[src/rtl/ascii_bcd_counter_bank.sv]
// rtl/ascii_bcd_counter_bank.sv - bank of prescaled BCD up/down counters presented as ASCII digits
//
// Purpose: N_CH independent decimal counters of N_DIG BCD digits each. A shared
// prescaler produces one count step every PRESCALE clocks while en is high.
// Each channel counts up or down, supports a clamped BCD load, and wraps or
// saturates at its limits according to SAT.
//
// Ports:
//   CLK       system clock, rising edge
//   RSTN      asynchronous active-low reset
//   en        global count enable (gates the prescaler only)
//   dir       per-channel direction, 0 = up, 1 = down
//   load      per-channel synchronous load request (wins over a step)
//   load_val  BCD load values, channel c at [c*N_DIG*4 +: N_DIG*4]
//   ascii     ASCII digits, channel c digit d at [(c*N_DIG+d)*8 +: 8]
//   tick      one-cycle pulse coincident with post-step values
//   ovf       per-channel one-cycle pulse on a limit event
//   upd       one-cycle pulse the cycle after any digit register changed
module ascii_bcd_counter_bank #(
  parameter int N_CH     = 2,
  parameter int N_DIG    = 3,
  parameter int PRESCALE = 10000000,
  parameter int SAT      = 0
) (
  input  logic                      CLK,
  input  logic                      RSTN,
  input  logic                      en,
  input  logic [N_CH-1:0]           dir,
  input  logic [N_CH-1:0]           load,
  input  logic [N_CH*N_DIG*4-1:0]   load_val,
  output logic [N_CH*N_DIG*8-1:0]   ascii,
  output logic                      tick,
  output logic [N_CH-1:0]           ovf,
  output logic                      upd
);

  localparam int PW = (PRESCALE > 1) ? $clog2(PRESCALE) : 1;
  localparam int CW = N_DIG * 4;
  localparam int DW = N_CH * CW;
  localparam logic [PW-1:0] PS_LAST = PW'(PRESCALE - 1);

  logic [PW-1:0]   ps_q;
  logic [DW-1:0]   dig_q;
  logic [DW-1:0]   dig_d;
  logic [N_CH-1:0] ovf_d;
  logic            chg_q;
  logic            step;
  logic            carry;
  logic [3:0]      nib;

  assign step = en && (ps_q == PS_LAST);

  // Next digit values per channel: load (clamped) beats step; step ripples a
  // carry/borrow from digit 0 upward. A carry surviving past the top digit
  // means the channel was at its limit.
  always_comb begin
    dig_d = dig_q;
    ovf_d = '0;
    carry = 1'b0;
    nib   = 4'd0;
    for (int c = 0; c < N_CH; c++) begin
      if (load[c]) begin
        for (int d = 0; d < N_DIG; d++) begin
          nib = load_val[(c*N_DIG+d)*4 +: 4];
          dig_d[(c*N_DIG+d)*4 +: 4] = (nib > 4'd9) ? 4'd9 : nib;
        end
      end else if (step) begin
        carry = 1'b1;
        for (int d = 0; d < N_DIG; d++) begin
          nib = dig_q[(c*N_DIG+d)*4 +: 4];
          if (carry) begin
            if (!dir[c]) begin
              if (nib == 4'd9) begin
                dig_d[(c*N_DIG+d)*4 +: 4] = 4'd0;
              end else begin
                dig_d[(c*N_DIG+d)*4 +: 4] = nib + 4'd1;
                carry = 1'b0;
              end
            end else begin
              if (nib == 4'd0) begin
                dig_d[(c*N_DIG+d)*4 +: 4] = 4'd9;
              end else begin
                dig_d[(c*N_DIG+d)*4 +: 4] = nib - 4'd1;
                carry = 1'b0;
              end
            end
          end
        end
        if (carry) begin
          ovf_d[c] = 1'b1;
          // Saturating mode holds the limit value instead of wrapping.
          if (SAT != 0) begin
            dig_d[c*CW +: CW] = dig_q[c*CW +: CW];
          end
        end
      end
    end
  end

  always_ff @(posedge CLK or negedge RSTN) begin
    if (!RSTN) begin
      ps_q  <= '0;
      dig_q <= '0;
      tick  <= 1'b0;
      ovf   <= '0;
      chg_q <= 1'b0;
      upd   <= 1'b0;
    end else begin
      if (en) begin
        ps_q <= step ? '0 : ps_q + 1'b1;
      end
      dig_q <= dig_d;
      tick  <= step;
      ovf   <= ovf_d;
      // Change is captured with the new digits, then delayed one more cycle
      // so upd trails the visible value change by one cycle.
      chg_q <= (dig_d != dig_q);
      upd   <= chg_q;
    end
  end

  always_comb begin
    ascii = '0;
    for (int i = 0; i < N_CH*N_DIG; i++) begin
      ascii[i*8 +: 8] = {4'h3, dig_q[i*4 +: 4]};
    end
  end

endmodule

[config.mk]
export PLATFORM = sky130hd
export DESIGN_NAME = ascii_bcd_counter_bank
export DESIGN_NICKNAME = d
export VERILOG_FILES = /design/src/rtl/ascii_bcd_counter_bank.sv
export SDC_FILE = /design/constraint.sdc
export NUM_CORES = 1
export LEC_CHECK = 0
export CAP_MARGIN = 20
export CORE_ASPECT_RATIO = 0.75
export CORE_MARGIN = 2
export CORE_UTILIZATION = 48
export DETAILED_ROUTE_END_ITERATION = 12
export DONT_BUFFER_PORTS = 1
export GPL_TIMING_DRIVEN = 0
export SLEW_MARGIN = 15
export SYNTH_ARGS = -nofsm -noshare
export SYNTH_HDL_FRONTEND = slang
export SYNTH_SLANG_ARGS = --single-unit
export TNS_END_PERCENT = 50
[constraint.sdc]
create_clock -name CLK -period 4.2 [get_ports CLK]
set_clock_uncertainty 0.05 [all_clocks]
set_input_delay 0.63 -clock CLK [delete_from_list [all_inputs] [get_ports CLK]]
set_output_delay 0.63 -clock CLK [all_outputs]
set_load 0.1 [all_outputs]
# Yosys cells after proc, flatten, opt, wreduce, memory -nomap -nowiden
# Index checks and enable logic that the tools add are counted.
# W data, S select, Z words.
# op_classes
add_sub_neg	13
multipliers	0
n_div	0
magnitude_cmp	6
n_eq_ne	8
n_shift	0
muxes	73
n_bitwise	0
reduce_logical	7
# op_table
cell	n
$mux W4	28
$mux W12	4
$mux W1	40
$add A24 B1 Y24 const B	1
$add A4 B1 Y4 const B	6
$eq A24 B24 Y1 const B	1
$eq A4 B4 Y1 const B	6
$gt A4 B4 Y1 const B	6
$logic_not A4 Y1	6
$mux W24	1
$ne A24 B24 Y1	1
$sub A4 B1 Y4 const B	6
$logic_and A1 B1 Y1	1
# totals
ff_bits	53
latch_bits	0
ramBits	0
rom_bits	0
in_bits	31
output_inout_bits	52
elab_cells	113
n_memories	0

# Logic depth before layout (Yosys ltp)
# depth
depth_word	14
depth_mapped	9
depth_no_buf	7

# Worst setup path after synthesis
# No wires, ideal clock.
# synth_timing
kind	reg2reg
from	reg dig_q[13]
to	reg chg_q
setup_time_ns	0.104
arrival_ns	2.857
required_time_ns	4.046
setup_slack_ns	1.189
stages_incl_launch_ff	9
path_buffers	1
synth_period_minus_slack_ns	3.011
cell_sequence	dfrtp_1 clkbuf_1 inv_1 ha_1 or4b_2 o211ai_1 xnor2_1 nor3_1 o311ai_1
# synth_between
elab_chain_len	12
elab_cells_between_ends	20
classes_between	2 x add/sub; 2 x eq/ne; 15 x mux; 1 x reduce/logical
# synth_rtl
element	line	text
start: declaration	43	logic [DW-1:0] dig_q;
start signal: assignment	112	dig_q <= dig_d;
$eq A4 B4 Y1 or $logic_not A4 Y1 (tied branches)	73, 80	
$mux W1 (on tied branches)	73, 80	
$mux W1	72	if (!dir[c]) begin
$mux W1	67	end else if (step) begin
$mux W1	62	if (load[c]) begin
$mux W1	71	if (carry) begin
$mux W1	67	
$mux W1	62	
$mux W4	71	
$mux W12	67	
$mux W12	62	
$ne A24 B24 Y1 (*)	117	chg_q <= (dig_d != dig_q);
end signal: assignment	117	
end: declaration	46	logic chg_q;
# Every way passes the cells marked *; elsewhere a longest branch is shown, timed or not. The select of a mux whose other input is x is not followed.
# A chain may end at the register's enable or synchronous reset.

# Worst setup path in the final report
# Ends and elaborated chain as after synthesis.

==> results_dict.tcl <==
set metrics [dict create \
    synth_cell_types 77 \
    grt_usage_pct 23.2 \
    power.leakage_nw 2.17 \
    numClockSinks 53 \
    layout-drive-gt1-share_pct 10.8 \
    path_clk_slew_ns 0.07 \
    cts-resized-gates 0 \
    worst_pin_slew_ns 1.18 \
    cp.required_ns 4.32 \
    portBuffers 0 \
    synthArstFlopShare_pct 100 \
    grtUsageMet2_pct 34.6 \
    root_buffer "clkbuf_16" \
    rsz0062_at_grt "no" \
    die_w_um 117 \
    yosys-top-cells-count "53 x dfrtp_1, 50 x o21ai_0, 44 x nand2_1" \
    fmaxAchievable_mhz 290 \
    cts_hold_buf 1 \
    ant_nets 0 \
    grt_overflow 0 \
    drc 0 \
    grt_use_met3_pct 5.48 \
    maxCapViolCount 0 \
    grt_max_degree 54 \
    diodes 0 \
    post-cts-setup-buffers 0 \
    cts_buffers 5 \
    htree_levels 2 \
    top_usage_layer "met2" \
    yosysTopAreaCellShare_pct 28.9 \
    synth_top_cell_by_area "dfrtp_1" \
    synth_enable_flop_cells 0 \
    avgSynthCellArea_sq_um 8.56 \
    crit_type "reg2reg" \
    clk_latency_ns 0.30 \
    met1_usage_pct 34.6 \
    setup_viol 0 \
    finalHoldViolCount 0 \
    place.gp.congestion 0.910 \
    fin_crit_ns 3.45 \
    ys_ff_latch 53 \
    start_util_pct 50.1 \
    synth_ff_type "dfrtp_1" \
    antenna_found_initial 0 \
    grt_pass1_wl_um 18900 \
    fill_cells 871 \
    grt_pass1_vias 3677 \
    die_area_sq_um 10400 \
    firstDrtPassIters 6 \
    r2r_cells 8 \
    synthToLayoutAreaGrowth_pct 11.8 \
    ys_warn_count 0 \
    nets 623 \
    core-area_sq_um 9160 \
    p_per_area_nw_per_um2 350 \
    arrival_ns 3.56 \
    synth_cells 536 \
    drv_slew 0 \
    path_max_fanout 9 \
    slew_headroom_pct 21.4 \
    cts_tree "built" \
    synth_most_common_cell "dfrtp_1" \
    vdd_drop_max_uv 254 \
    wirelength_um 11800 \
    synth_area_sq_um 4590 \
    rows 30 \
    final_area_sq_um 5130 \
    vias 4025 \
    hpwlAfterDp_um 8570 \
    avgRoutedWirePerCell_um 16.8 \
    post-route-period-util_pct 82.1 \
    setup_tns_ns 0 \
    placedInstanceArea_sq_um 4830 \
    drt_iter0_drc 399 \
    yosysSeqAreaShare_pct 28.9 \
    cp-start-kind "flip-flop" \
    pin_count 83 \
    worst_setup_path_end_kind "flip-flop" \
    synth_area_leaders "dfrtp_1 29%, ha_1 5.5%, o21ai_0 5.5%" \
    min-delay-path-class "in2async" \
    dieHeight_um 88.7 \
    outcome "completed" \
    viasPerCell 5.74 \
    cts_buffer_depth 2 \
]
-- stage by stage --
step / hold WS, ns / setup WS [ns] / std cells / power, mW / util, %
after floorplan: 0.281 / 1.19 / 558 / 1.19 / -
after global placement: 0.286 / 0.811 / 686 / 1.27 / 52.8
final: 0.121 / 0.752 / 701 / 1.79 / 56.0
after global routing: 0.150 / 0.519 / 701 / 1.89 / 56.0
after CTS: 0.148 / 0.771 / 695 / 1.78 / 54.9
after detailed placement: 0.286 / 0.798 / 686 / 1.28 / 52.8
-- logic make-up after synthesis --
family / count (synthesis) / share of synthesized area, %
flops: 53 / 28.9
xor+xnor: 40 / 7.63
compound gates: 133 / 18.8
buf+inv: 81 / 9.21
mux: 21 / 5.62
other cells: 2 / 0.164
fa+ha+maj: 20 / 5.45
simple gates: 186 / 24.3
-- state kept, by name, indices dropped and copies added, names as in the netlist --
signal	cells
dig_q	24
ps_q	24
ovf	2
chg_q	1
tick	1
upd	1
-- power by group --
part           total [mW]  internal [mW]  switching, mW
Sequential          0.774          0.557          0.217
Clock               0.483          0.283          0.200
Combinational       0.537          0.205          0.332
-- path summary, 6_finish.rpt --
| check | slack (ns) | from | to |
|---|---|---|---|
| worst max-delay path | 0.75 | dig_q[13]$_DFF_PN0_ | chg_q$_DFF_PN0_ |
| worst min-delay path | 0.12 | RSTN | dig_q[11]$_DFF_PN0_ |
| worst max register to register | 0.75 | dig_q[13]$_DFF_PN0_ | chg_q$_DFF_PN0_ |
| worst min register to register | 0.36 | chg_q$_DFF_PN0_ | upd$_DFF_PN0_ |
| max in group asynchronous | 3.70 | RSTN | dig_q[20]$_DFF_PN0_ |
| min in group CLK | 0.36 | chg_q$_DFF_PN0_ | upd$_DFF_PN0_ |
-- worst max-delay path: stages (launching register included) --
cell,delay [ns]
dfrtp_1,0.96
clkbuf_1,0.39
inv_1,0.14
ha_1,0.35
or4b_2,0.62
o211ai_1,0.19
xnor2_1,0.16
nor3_1,0.06
o311ai_1,0.39
-- area by class of cell --
| cell class | count | area [sq um] | area share, % |
|---|---|---|---|
| clock buffers | 6 | 129 | 2.51 |
| flip-flops and latches | 53 | 1330 | 25.9 |
| well taps | 128 | 160 | 3.12 |
| inverters | 28 | 105 | 2.05 |
| clock inverters | 2 | 38.8 | 0.756 |
| multi-input cells | 424 | 2920 | 57.0 |
| repair buffers | 7 | 129 | 2.51 |
| plain buffers | 53 | 318 | 6.20 |
-- metal layers --
| layer | share of wire [%] | vias up | wire length (um) |
|---|---|---|---|
| li1 | - | 1953 | - |
| met1 | 50 | 1919 | 5920 |
| met2 | 42 | 146 | 4990 |
| met3 | 6.8 | 7 | 803 |
| met4 | 0.58 | 0 | 68 |
| met5 | 0 | - | 0 |
-- cell usage in the layout (no fill, tap or decap), drive strengths merged, types with 5 or more instances in the layout --
cell / n
dfrtp: 53
o21ai: 53
nand2: 44
buf: 36
clkbuf: 30
inv: 28
nor2: 28
xnor2: 28
conb: 24
ha: 20
a21oi: 18
nand3: 15
nor2b: 14
mux2i: 13
xor2: 12
nand2b: 10
nor3b: 10
and3b: 9
nor3: 8
nor4: 8
o31ai: 6
nand3b: 6
a211o: 6
nand4: 6
and4: 6
o22ai: 5
nor4b: 5
mux2: 5
(Power assumes the default switching activity.)
